`config.mk`:
```
export PLATFORM = sky130hd
export DESIGN_NAME = uart_tx_flat
export DESIGN_NICKNAME = d
export VERILOG_FILES = /design/src/rtl/uart_tx_if.sv /design/src/rtl/uart_tx.sv /design/src/flat_wrapper.sv
export SDC_FILE = /design/constraint.sdc
export NUM_CORES = 1
export LEC_CHECK = 0
export CAP_MARGIN = 10
export CORE_ASPECT_RATIO = 0.9
export CORE_MARGIN = 4
export CORE_UTILIZATION = 45
export CTS_BUF_LIST = sky130_fd_sc_hd__clkbuf_4
export DETAILED_ROUTE_END_ITERATION = 6
export PLACE_DENSITY = 0.73
export SYNTH_ARGS = -nofsm -noshare
export SYNTH_HDL_FRONTEND = slang
export SYNTH_SLANG_ARGS = --single-unit
```
`constraint.sdc`:
```
create_clock -name clk -period 3.8 [get_ports clk]
set_input_delay 0.57 -clock clk [delete_from_list [all_inputs] [get_ports clk]]
set_output_delay 0.57 -clock clk [all_outputs]
set_load 0.02 [all_outputs]
```
`src/rtl/uart_tx_if.sv`:
```
// uart_tx_if: byte-side handshake and serial outputs of the UART transmitter.
//
// Signals:
//   T_in   [7:0] byte offered by user logic
//   load         write strobe, taken only while tready=1
//   tready       holding register empty
//   tdata        serial line, idle high
//   tbusy        a frame is on the line
//   tdone        one-clock pulse at the end of each stop bit
//
// master: user logic (drives T_in/load, observes status and line)
// slave:  the transmitter itself
interface uart_tx_if;
    logic [7:0] T_in;
    logic       load;
    logic       tready;
    logic       tdata;
    logic       tbusy;
    logic       tdone;

    modport master (
        output T_in,
        output load,
        input  tready,
        input  tdata,
        input  tbusy,
        input  tdone
    );

    modport slave (
        input  T_in,
        input  load,
        output tready,
        output tdata,
        output tbusy,
        output tdone
    );
endinterface

```
`src/rtl/uart_tx.sv`:
```
// uart_tx: 8N1 UART transmitter with a one-deep holding register.
//
// A byte written through the bus is parked in the holding register and
// drained into the shift register when the line is free (from IDLE, or
// straight out of the stop bit for gap-free back-to-back frames). Bit
// timing is a divide-by-DIVVALUE baud x8 tick used as a clock enable;
// each bit lasts 8 ticks, i.e. 8*DIVVALUE clocks.
//
// Ports:
//   clk   system clock, rising edge
//   rst   synchronous active-low reset; discards any frame and held byte
//   bus   uart_tx_if.slave (T_in, load, tready, tdata, tbusy, tdone)
//
// Parameters:
//   DIVVALUE  clk cycles per baud x8 tick, >= 2
//
// state | meaning
// ------+-----------------------------------------------
// IDLE  | line high, waiting for the holding register
// START | start bit (line low) for 8 ticks
// DATA  | data bits LSB first, 8 ticks each
// STOP  | stop bit (line high) for 8 ticks, tdone at end
module uart_tx #(
    parameter int DIVVALUE = 27
) (
    input  logic      clk,
    input  logic      rst,
    uart_tx_if.slave  bus
);

    localparam int DW = (DIVVALUE > 1) ? $clog2(DIVVALUE) : 1;
    localparam logic [DW-1:0] DIV_LAST = DW'(DIVVALUE - 1);

    typedef enum logic [1:0] {
        IDLE  = 2'd0,
        START = 2'd1,
        DATA  = 2'd2,
        STOP  = 2'd3
    } state_t;

    state_t          state;
    logic [7:0]      hold;
    logic            hold_full;
    logic [7:0]      shift;
    logic [DW-1:0]   div_cnt;
    logic [2:0]      tick_cnt;
    logic [2:0]      bit_idx;
    logic            tdata_q;
    logic            tbusy_q;
    logic            tdone_q;

    logic            tick;
    logic            bit_end;

    // Tick fires on the divider wrap; a bit ends on the 8th tick.
    assign tick    = (div_cnt == DIV_LAST);
    assign bit_end = tick && (tick_cnt == 3'd7);

    assign bus.tready = ~hold_full;
    assign bus.tdata  = tdata_q;
    assign bus.tbusy  = tbusy_q;
    assign bus.tdone  = tdone_q;

    always_ff @(posedge clk) begin
        if (!rst) begin
            state     <= IDLE;
            hold      <= 8'h00;
            hold_full <= 1'b0;
            shift     <= 8'h00;
            div_cnt   <= '0;
            tick_cnt  <= 3'd0;
            bit_idx   <= 3'd0;
            tdata_q   <= 1'b1;
            tbusy_q   <= 1'b0;
            tdone_q   <= 1'b0;
        end else begin
            tdone_q <= 1'b0;

            // Accept only into an empty holding register. A drain below
            // needs hold_full=1, so the two never collide on one edge.
            if (bus.load && !hold_full) begin
                hold      <= bus.T_in;
                hold_full <= 1'b1;
            end

            // Divider and tick counter run in every non-IDLE state.
            if (state != IDLE) begin
                if (tick) begin
                    div_cnt  <= '0;
                    tick_cnt <= tick_cnt + 3'd1;
                end else begin
                    div_cnt  <= div_cnt + 1'b1;
                end
            end

            case (state)
                IDLE: begin
                    div_cnt  <= '0;
                    tick_cnt <= 3'd0;
                    tdata_q  <= 1'b1;
                    tbusy_q  <= 1'b0;
                    if (hold_full) begin
                        state     <= START;
                        shift     <= hold;
                        hold_full <= 1'b0;
                        bit_idx   <= 3'd0;
                        tdata_q   <= 1'b0;
                        tbusy_q   <= 1'b1;
                    end
                end

                START: begin
                    if (bit_end) begin
                        state   <= DATA;
                        bit_idx <= 3'd0;
                        tdata_q <= shift[0];
                    end
                end

                DATA: begin
                    if (bit_end) begin
                        shift   <= {1'b0, shift[7:1]};
                        bit_idx <= bit_idx + 3'd1;
                        if (bit_idx == 3'd7) begin
                            state   <= STOP;
                            tdata_q <= 1'b1;
                        end else begin
                            // Next bit is the one about to land in shift[0].
                            tdata_q <= shift[1];
                        end
                    end
                end

                STOP: begin
                    if (bit_end) begin
                        tdone_q <= 1'b1;
                        if (hold_full) begin
                            // Back-to-back: next start bit with no idle gap.
                            state     <= START;
                            shift     <= hold;
                            hold_full <= 1'b0;
                            div_cnt   <= '0;
                            tick_cnt  <= 3'd0;
                            bit_idx   <= 3'd0;
                            tdata_q   <= 1'b0;
                            tbusy_q   <= 1'b1;
                        end else begin
                            state   <= IDLE;
                            tdata_q <= 1'b1;
                            tbusy_q <= 1'b0;
                        end
                    end
                end

                default: begin
                    state   <= IDLE;
                    tdata_q <= 1'b1;
                    tbusy_q <= 1'b0;
                end
            endcase
        end
    end

endmodule
```
`src/flat_wrapper.sv`:
```
// flat-port wrapper written by rule: the top's interface ports become plain ports
module uart_tx_flat 
#(
    parameter int DIVVALUE = 27
)
  (clk, rst, bus_T_in, bus_load, bus_tready, bus_tdata, bus_tbusy, bus_tdone);
  uart_tx_if bus_i ();
  input  logic clk;
  input  logic rst;
  input wire logic [$bits(bus_i.T_in)-1:0] bus_T_in;
  input wire logic [$bits(bus_i.load)-1:0] bus_load;
  output wire logic [$bits(bus_i.tready)-1:0] bus_tready;
  output wire logic [$bits(bus_i.tdata)-1:0] bus_tdata;
  output wire logic [$bits(bus_i.tbusy)-1:0] bus_tbusy;
  output wire logic [$bits(bus_i.tdone)-1:0] bus_tdone;
  assign bus_i.T_in = bus_T_in;
  assign bus_i.load = bus_load;
  assign bus_tready = bus_i.tready;
  assign bus_tdata = bus_i.tdata;
  assign bus_tbusy = bus_i.tbusy;
  assign bus_tdone = bus_i.tdone;
  uart_tx #(.DIVVALUE(DIVVALUE)) u_core (.clk(clk), .rst(rst), .bus(bus_i));
endmodule
```
==> flow_summary.toml, run 1 <==
[worst_setup_path]
criticalPathCategory = "register to register"
slowest_delay_ns = 0.71
r2r_end = "u_core.shift[7]$_SDFFE_PN0P_"
reg2reg_slack_ns = 1.55
cp.buffers_inverters = 1
path_cells = "inv_1 > ha_1 > nor2_1 > nor2_2 > and2_1 > mux2i_1"
r2r_start = "u_core.state[0]$_SDFFE_PN0P_"
critPathLaunchType = "register"
slowest_stage = "ha_1"
crit_required_ns = 4.07
worst-path-max-fanout = 16
critPathTopFamily = "simple AND/OR/NAND/NOR gates"
cp-end-kind = "register"
rr_worst_depth = 6
crit_arrival_ns = 2.53

[sta]
setup_tns_ns = 0
tightestPinTransition_ns = 0.9242
max_slew_margin = 0.3826
clock.fmax_mhz = 443.5
setup_viol = 0
rsz0062_at_grt = "no"
min_period_ns = 2.255
period_share = 0.5933
finalClockSkew_ns = 0.01302
hold_ws_ns = 0.4691
hold_viol_final = 0
drv_slew = 0

[clock_network]
ctsHtreeMaxLevel = 2
clkSinkCount = 33
clk_latency_ns = 0.33
ctsHoldBuffers = 0
cts_tree = "yes"
clock-root-buffer = "clkbuf_4"
cts_buffers = 5
post_cts_buffers = 0
ctsResizeCount = 0
ctsLongestPathBuffers = 2
clkTransAtPathRegs_ns = 0.11

[die]
die_w_um = 72.22
rows = 20
die-area_um2 = 4752
top_level_ports = 15
die_y_um = 65.80
start_util = 0.4802
core_area_um2 = 3478

[power]
powerDensity_nw_per_um2 = 590.0
p_switching_uw = 410.9
power.internal_uw = 701.6
combPwrFrac = 0.404
seq_power_share = 0.420
netSwitchingFraction = 0.3693
p_clk_frac = 0.176
p_total_mw = 1.112
leakage_nw = 0.8430
peakVddDrop_mv = 0.2566

[routing]
vias = 1222
drt_first_pass_iters = 4
routedWlPerCell_um = 14.12
ant_nets = 0
wl_mm = 3.149
drc_errors = 0
detailedRoute.firstIterationViolations = 58
routed_via_density = 5.480

[finish]
drive_gt1_frac = 0.09497
area_growth_pct = 12.88
layout.nets = 200
antenna_cells = 0
fin_util = 0.5421
final_cells = 223

[yosys]
syn_area_um2 = 1670
yosys.area.top_type = "dfxtp_1"
yosysUniqueCellTypes = 35
synth_nets = 187
yosys_warnings = 0
syn-instance-count = 165
synthTopCellsByArea = "dfxtp_1, mux2i_1, ha_1"
ys_ff_latch = 33
yosysSeqAreaShare = 0.3955
synth.top_cell.area_share = 0.3955
avgSynthCellArea_um2 = 10.12

[grt]
grt_util_all_layers = 0.1501
grt_max_degree = 33
grt_pass1_vias = 1253
antenna_found_initial = 0
grt_pass1_wl_mm = 5.526
overflow = 0

[min_path]
min_path_cells = 2
min_to = "u_core.bus.tbusy$_SDFFE_PN0P_"
hold_class = "register to register"
min_from = "u_core.bus.tbusy$_SDFFE_PN0P_"

[run_status]
status = "finished, final reports clean"

[placement]
port_buffers = 14
dp.cells = 215
place.gp.congestion = 0.8133
hpwl_mm = 2.297

[job]
maxCapViolations = 0
-- flip-flops by register name (all words and copies together) (netlist names) --
name              flops
u_core.state          2
u_core.bit_idx        3
u_core.tick_cnt       3
u_core.shift          8
u_core.bus.tdata      1
u_core.div_cnt        5
u_core.bus.tbusy      1
u_core.hold_full      1
u_core.bus.tdone      1
u_core.hold           8
-- cell type report --
| type | instances | area, um2 |
|---|---|---|
| multi-input cells | 119 | 952.2 |
| clock buffers | 6 | 45.04 |
| inverters | 4 | 15.01 |
| repair buffers | 15 | 147.6 |
| fillers | 301 | 1593 |
| flip-flops and latches | 33 | 660.6 |
| clock inverters | 2 | 10.01 |
| well taps | 44 | 55.05 |
-- layout by cell type, fill, tap and decap left out --
cell type,instances
dfxtp_1,33
mux2i_1,25
clkdlybuf4s50_1,14
nand2_1,12
nor2_1,11
nor2b_1,11
ha_1,11
nand3_1,10
o211a_1,8
clkbuf_4,6
inv_1,3
xor2_1,3
o21ai_0,3
nand4b_1,2
xnor2_1,2
a21oi_1,2
and3_1,2
nand3b_1,2
clkinv_2,2
inv_2,1
nand3b_4,1
o21a_1,1
o41ai_2,1
nor3b_4,1
or2_2,1
o32ai_4,1
o21ai_1,1
nand2b_1,1
nand4_1,1
a31oi_1,1
o22ai_4,1
nor2_2,1
and2_1,1
nor3_1,1
a211oi_1,1
buf_4,1
-- metrics by stage --
step	instance area [um2]	worst slack (ns)
after detailed placement	1831	1.548
after global placement	1831	1.583
after floorplan	1670	2.172
after global routing	1886	1.303
after CTS	1886	1.525
final	1886	1.545
-- power by group through the flow --
stage / logic [mW] / registers (mW) / clock network (mW)
after floorplan: 0.353 / 0.469 / 0
after global placement: 0.430 / 0.468 / 0
after detailed placement: 0.449 / 0.473 / 0
after CTS: 0.452 / 0.466 / 0.200
after global routing: 0.492 / 0.476 / 0.217
final: 0.450 / 0.467 / 0.196
-- logic make-up after synthesis --
kind of cell    after synthesis  synth area share
simple gates                 58            0.1948
compound gates               20            0.1169
flops                        33            0.3955
xor+xnor                      5           0.02622
mux                          25            0.1498
buf+inv                      13           0.03445
fa+ha+maj                    11           0.08240
-- per-layer routing --
metal | GRT usage | routed length [um]
met1 | 0.1781 | 1468
met2 | 0.2534 | 1511
met3 | 0.04103 | 127
met4 | 0.06338 | 42
met5 | 0 | 0
-- worst min-delay path, cell delays in order, from the launching register on --
cell and delay, ns:
dfxtp_1 0.32, nand2_1 0.05, mux2i_1 0.06
-- worst max path at each step --
stage	to	from	slack [ns]	cells after the start
final	u_core.shift[7]$_SDFFE_PN0P_	u_core.state[0]$_SDFFE_PN0P_	1.55	6
after global routing	u_core.shift[7]$_SDFFE_PN0P_	u_core.state[0]$_SDFFE_PN0P_	1.30	6
after CTS	u_core.shift[7]$_SDFFE_PN0P_	u_core.state[0]$_SDFFE_PN0P_	1.52	6
after detailed placement	u_core.hold[6]$_SDFFE_PN0P_	bus_load	1.55	4
after global placement	u_core.hold[4]$_SDFFE_PN0P_	bus_load	1.58	4
after floorplan	u_core.div_cnt[2]$_SDFF_PN0_	u_core.state[0]$_SDFFE_PN0P_	2.17	5
-- cells in the mapped netlist --
| cell type | n |
|---|---|
| nor2_1 | 11 |
| nand4b_1 | 2 |
| a211oi_1 | 1 |
| xor2_1 | 3 |
| nor2_2 | 1 |
| clkbuf_1 | 4 |
| a21oi_1 | 2 |
| a31oi_1 | 1 |
| nand3b_1 | 2 |
| o21ai_1 | 1 |
| o32ai_4 | 1 |
| and3_1 | 2 |
| xnor2_1 | 2 |
| nand2_1 | 12 |
| dfxtp_1 | 33 |
| nand4_1 | 1 |
| nor3b_4 | 1 |
| inv_2 | 1 |
| nand3b_4 | 1 |
| o22ai_4 | 1 |
| buf_4 | 1 |
| nand3_1 | 10 |
| o41ai_2 | 1 |
| buf_2 | 4 |
| nor2b_1 | 11 |
| or2_2 | 1 |
| inv_1 | 3 |
| mux2i_1 | 25 |
| o211a_1 | 8 |
| nor3_1 | 1 |
| o21a_1 | 1 |
| nand2b_1 | 1 |
| o21ai_0 | 3 |
| ha_1 | 11 |
| and2_1 | 1 |
No activity file was read; power rests on OpenSTA's default activity.
==> run 2: changes to the inputs <==
Settings changed: PLACE_DENSITY 0.73 to 0.75.
Clock period 3.8 ns to 1.9 ns, I/O delays scaled along.
==> run 2 against run 1 <==
  * Worst hold slack got worse by 0.0023 ns
  * Register-to-register slack worse by 1.4 ns
  * Clock-buffer cell count is the same
  * Die area did not move
  * Sequential share of layout area fell by 1.0 points
  * Clock power rose to 2.7 times the previous value
  * Critical path depth decreased by 4
  * Setup slack got worse by 1.4 ns
  * Via count rose by 0.65%
  * Sequential cell count did not move
  * Highest routed layer unchanged
  * Total power grew 120%
  * Largest cell class unchanged
  * Cell area up 3.1%
==> flow_summary.toml, run 2 (synthesis results as in run 1) <==
[routing]
drc_errors = 0
routedWlPerCell_um = 13.61
wl_mm = 3.089
vias = 1230
detailedRoute.firstIterationViolations = 61
routed_via_density = 5.419
drt_first_pass_iters = 4
ant_nets = 0

[sta]
clock.fmax_mhz = 569.9
period_share = 0.9236
rsz0062_at_grt = "no"
setup_tns_ns = 0
setup_ws_ns = 0.1452
tightestPinTransition_ns = 0.4236
finalClockSkew_ns = 0.01040
hold_ws_ns = 0.4668
max_slew_margin = 0.7176
hold_viol_final = 0
min_period_ns = 1.755
setup_viol = 0
drv_slew = 0

[die]
die-area_um2 = 4752
core_area_um2 = 3478
die_w_um = 72.22
top_level_ports = 15
rows = 20
die_y_um = 65.80
start_util = 0.4802

[clock_network]
clkTransAtPathRegs_ns = 0.09
ctsLongestPathBuffers = 2
clock-root-buffer = "clkbuf_4"
ctsHoldBuffers = 0
post_cts_buffers = 0
cts_buffers = 5
clk_latency_ns = 0.35
clkSinkCount = 33
ctsHtreeMaxLevel = 2
cts_tree = "yes"

[worst_setup_path]
cp-end-kind = "primary output"
slowest_stage = "clkdlybuf4s50_1"
path_cells = "inv_2 > clkdlybuf4s50_1"
crit_arrival_ns = 1.47
reg2reg_slack_ns = 0.19
critPathLaunch = "u_core.hold_full$_SDFF_PN0_"
crit_required_ns = 1.62
slowest_delay_ns = 0.55
worst-path-max-fanout = 8
critPathLaunchType = "register"
r2r_start = "u_core.state[1]$_SDFFE_PN0P_"
criticalPathCategory = "register to primary output"

[finish]
fillers = 298
reg_top3 = "u_core.hold: 8 flops, u_core.shift: 8 flops, u_core.div_cnt: 5 flops"
layout_commonest_cell = "dfxtp_1"
fin_util = 0.5590
final_cells = 227
drive_gt1_frac = 0.1257
fin_area_um2 = 1944
area_growth_pct = 16.40
layout.nets = 204
antenna_cells = 0
most-common-layout-cells = "dfxtp_1, mux2i_1, clkdlybuf4s50_1, nand2_1"

[job]
maxCapViolations = 0

[grt]
grt_max_degree = 32
overflow = 0
antenna_found_initial = 0
grt_util_all_layers = 0.1452
grt_pass1_wl_mm = 5.319
grt_pass1_vias = 1195

[placement]
hpwl_mm = 2.259
place.gp.congestion = 0.7349
place_area_um2 = 1861
place_ws_ns = 0.1579
dp.cells = 219
port_buffers = 14

[min_path]
hold_class = "register to register"
min_from = "u_core.bus.tbusy$_SDFFE_PN0P_"

[power]
p_total_mw = 2.396
leakage_nw = 0.8697
peakVddDrop_mv = 0.5534
powerDensity_nw_per_um2 = 1232

[run_status]
status = "finished, final reports clean"
[run 2: cell type report]
class / count / area, um2 / share of cell area
Multi-Input combinational cell: 119 / 955.9 / 0.4916
Sequential cell: 33 / 661.9 / 0.3404
Timing Repair Buffer: 19 / 177.7 / 0.09138
Tap cell: 44 / 55.05 / 0.02831
Clock buffer: 6 / 45.04 / 0.02317
Clock inverter: 2 / 33.78 / 0.01737
Inverter: 4 / 15.01 / 0.007722
[run 2: power by group]
part	internal, mW	total (mW)	switching, mW
Clock	0.288	0.527	0.239
Combinational	0.455	0.936	0.481
Sequential	0.831	0.932	0.102
[run 2: final timing paths]
kind                                                      end  cells past startpoint
worst max-delay path                               bus_tready                      2
worst min-delay path            u_core.bus.tbusy$_SDFFE_PN0P_                      2
worst max register to register   u_core.div_cnt[0]$_SDFF_PN0_                      6
worst min register to register  u_core.bus.tbusy$_SDFFE_PN0P_                      2
[run 2: critical path: cells and delay by family (launching register included)]
family / cells / cell delay [ns]
DFF: 1 / 0.48
buffers and inverters: 2 / 0.65
[run 2: per-layer routing]
layer / wire length, um / vias to the layer above / GRT usage
met5: 0 / - / 0
met4: 64 / 0 / 0.07042
met3: 132 / 6 / 0.04103
met2: 1464 / 28 / 0.2432
met1: 1428 / 584 / 0.1693
li1: - / 612 / -
[run 2: timing repair]
item                                   in CTS  in global routing
setup endpoints to repair                   0                 12
resized for setup                           0                  3
endpoints found under the hold margin       0                  0
==> run 3: changes to the inputs <==
Settings changed: CORE_MARGIN 4 to 2, REMOVE_ABC_BUFFERS from default to 1.
==> run 3 against run 2 <==
  * Non-clock buffer count is 2 higher
  * Sequential power hardly changed
  * Setup slack better by 0.023 ns
  * Sequential cell count stayed put
  * Via count stayed put
  * Sequential share of layout area hardly changed
  * Maximum frequency is 1.3% higher
  * Utilization is 0.37 points higher
  * Cell area hardly changed
  * Die area is 11% lower
==> flow_summary.toml, run 3 (synthesis results as in run 1) <==
[run_status]
status = "finished, final reports clean"

[die]
rows = 20
die_w_um = 68.22
core_area_um2 = 3453
top_level_ports = 15
start_util = 0.4837
die_y_um = 61.80
die-area_um2 = 4216

[routing]
routedWlPerCell_um = 13.48
ant_nets = 0
detailedRoute.firstIterationViolations = 48
drt_first_pass_iters = 4
drc_errors = 0
routed_via_density = 5.371
wl_mm = 3.088
vias = 1230

[finish]
most-common-layout-cells = "dfxtp_1, mux2i_1, clkdlybuf4s50_1, nand2_1"
antenna_cells = 0
final_cells = 229
fillers = 285
fin_area_um2 = 1943
layout_commonest_cell = "dfxtp_1"
ff_latch_area_um2 = 660.6
multi_input_area_um2 = 952.2
reg_top3 = "u_core.hold: 8 flops, u_core.shift: 8 flops, u_core.div_cnt: 5 flops"
drive_gt1_frac = 0.1243
area_growth_pct = 16.33
layout.nets = 206

[worst_setup_path]
cp-end-kind = "register"
cp.buffers_inverters = 1
crit_required_ns = 2.17
crit_arrival_ns = 2.00
critPathLaunchType = "register"
path_cells = "inv_1 > ha_1 > o21a_1 > o41ai_2 > or2_2 > nor2_1"
worst-path-max-fanout = 7
slowest_delay_ns = 0.43
slowest_stage = "dfxtp_1"
criticalPathCategory = "register to register"
critPathTopFamily = "simple AND/OR/NAND/NOR gates"

[grt]
antenna_found_initial = 0
overflow = 0
grt_util_all_layers = 0.1718
grt_max_degree = 32
grt_pass1_vias = 1156
grt_pass1_wl_mm = 5.271

[clock_network]
ctsHtreeMaxLevel = 2
clkTransAtPathRegs_ns = 0.10
ctsHoldBuffers = 0
ctsLongestPathBuffers = 2
post_cts_buffers = 0
clk_latency_ns = 0.33
cts_tree = "yes"
ctsResizeCount = 0
clkSinkCount = 33
cts_buffers = 5
clock-root-buffer = "clkbuf_4"

[job]
maxCapViolations = 0

[sta]
min_period_ns = 1.732
period_share = 0.9115
rsz0062_at_grt = "no"
drv_slew = 0
clock.fmax_mhz = 577.4
max_slew_margin = 0.6980
tightestPinTransition_ns = 0.4530
finalClockSkew_ns = 0.008404
setup_tns_ns = 0
hold_ws_ns = 0.4739
hold_viol_final = 0
setup_viol = 0

[power]
peakVddDrop_mv = 0.5871
leakage_nw = 0.8770
powerDensity_nw_per_um2 = 1170

[placement]
place_area_um2 = 1888
place.gp.congestion = 0.7361
hpwl_mm = 2.300
port_buffers = 14
dp.cells = 221

[min_path]
hold_class = "register to register"
[run 3: cell types whose count changed in the layout (fill, tap and decap cells not counted)]
cell	before	now
clkinv_2	0	2
and2_1	0	1
and2_2	1	0
buf_12	0	1
buf_4	5	6
bufinv_16	1	0
clkinv_1	1	0
dfxtp_1	32	33
dfxtp_2	1	0
ha_1	10	11
ha_2	1	0
[run 3: per-stage QoR]
| stage | util | power [mW] | setup slack [ns] |
|---|---|---|---|
| floorplan | - | 1.609 | 0.02645 |
| global placement | 0.5467 | 1.863 | 0.2818 |
| detailed placement | 0.5467 | 1.905 | 0.1697 |
| CTS | 0.5627 | 2.291 | 0.1547 |
| global route | 0.5627 | 2.425 | 0.005735 |
| finish | 0.5627 | 2.273 | 0.1681 |
[run 3: where the power goes]
part | total [mW] | switching [mW] | leakage [nW] | internal, mW
registers | 0.932 | 0.102 | 0.269 | 0.829
logic | 0.957 | 0.487 | 0.572 | 0.470
clock network | 0.385 | 0.230 | 0.0354 | 0.155
[run 3: final timing paths]
path	depth (start not counted)	startpoint	slack, ns	end
min	2	u_core.bit_idx[1]$_SDFFE_PN0P_	0.47	u_core.bit_idx[1]$_SDFFE_PN0P_
max	6	u_core.state[0]$_SDFFE_PN0P_	0.17	u_core.div_cnt[1]$_SDFF_PN0_
max reg2reg	6	u_core.state[0]$_SDFFE_PN0P_	0.17	u_core.div_cnt[1]$_SDFF_PN0_
min reg2reg	2	u_core.bit_idx[1]$_SDFFE_PN0P_	0.47	u_core.bit_idx[1]$_SDFFE_PN0P_
[run 3: worst reg2reg max path, stage by stage (launching register included)]
cell     delay [ns]
dfxtp_1        0.43
inv_1          0.11
ha_1           0.43
o21a_1         0.18
o41ai_2        0.07
or2_2          0.35
nor2_1         0.11
[run 3: final cells by class]
class | count | area share
timing repair buffer | 21 | 0.1056
clock buffer | 6 | 0.02318
tap | 44 | 0.02833
clock inverter | 2 | 0.005151
multi-input combinational | 119 | 0.4900
inverter | 4 | 0.007727
sequential | 33 | 0.3400
[run 3: metal layers]
layer	routed length, um	vias up	share of wire	global-route usage
li1	-	617	-	-
met1	1413	584	0.46	0.2064
met2	1526	22	0.49	0.2982
met3	104	7	0.034	0.04685
met4	44	0	0.014	0.06000
met5	0	-	0	0
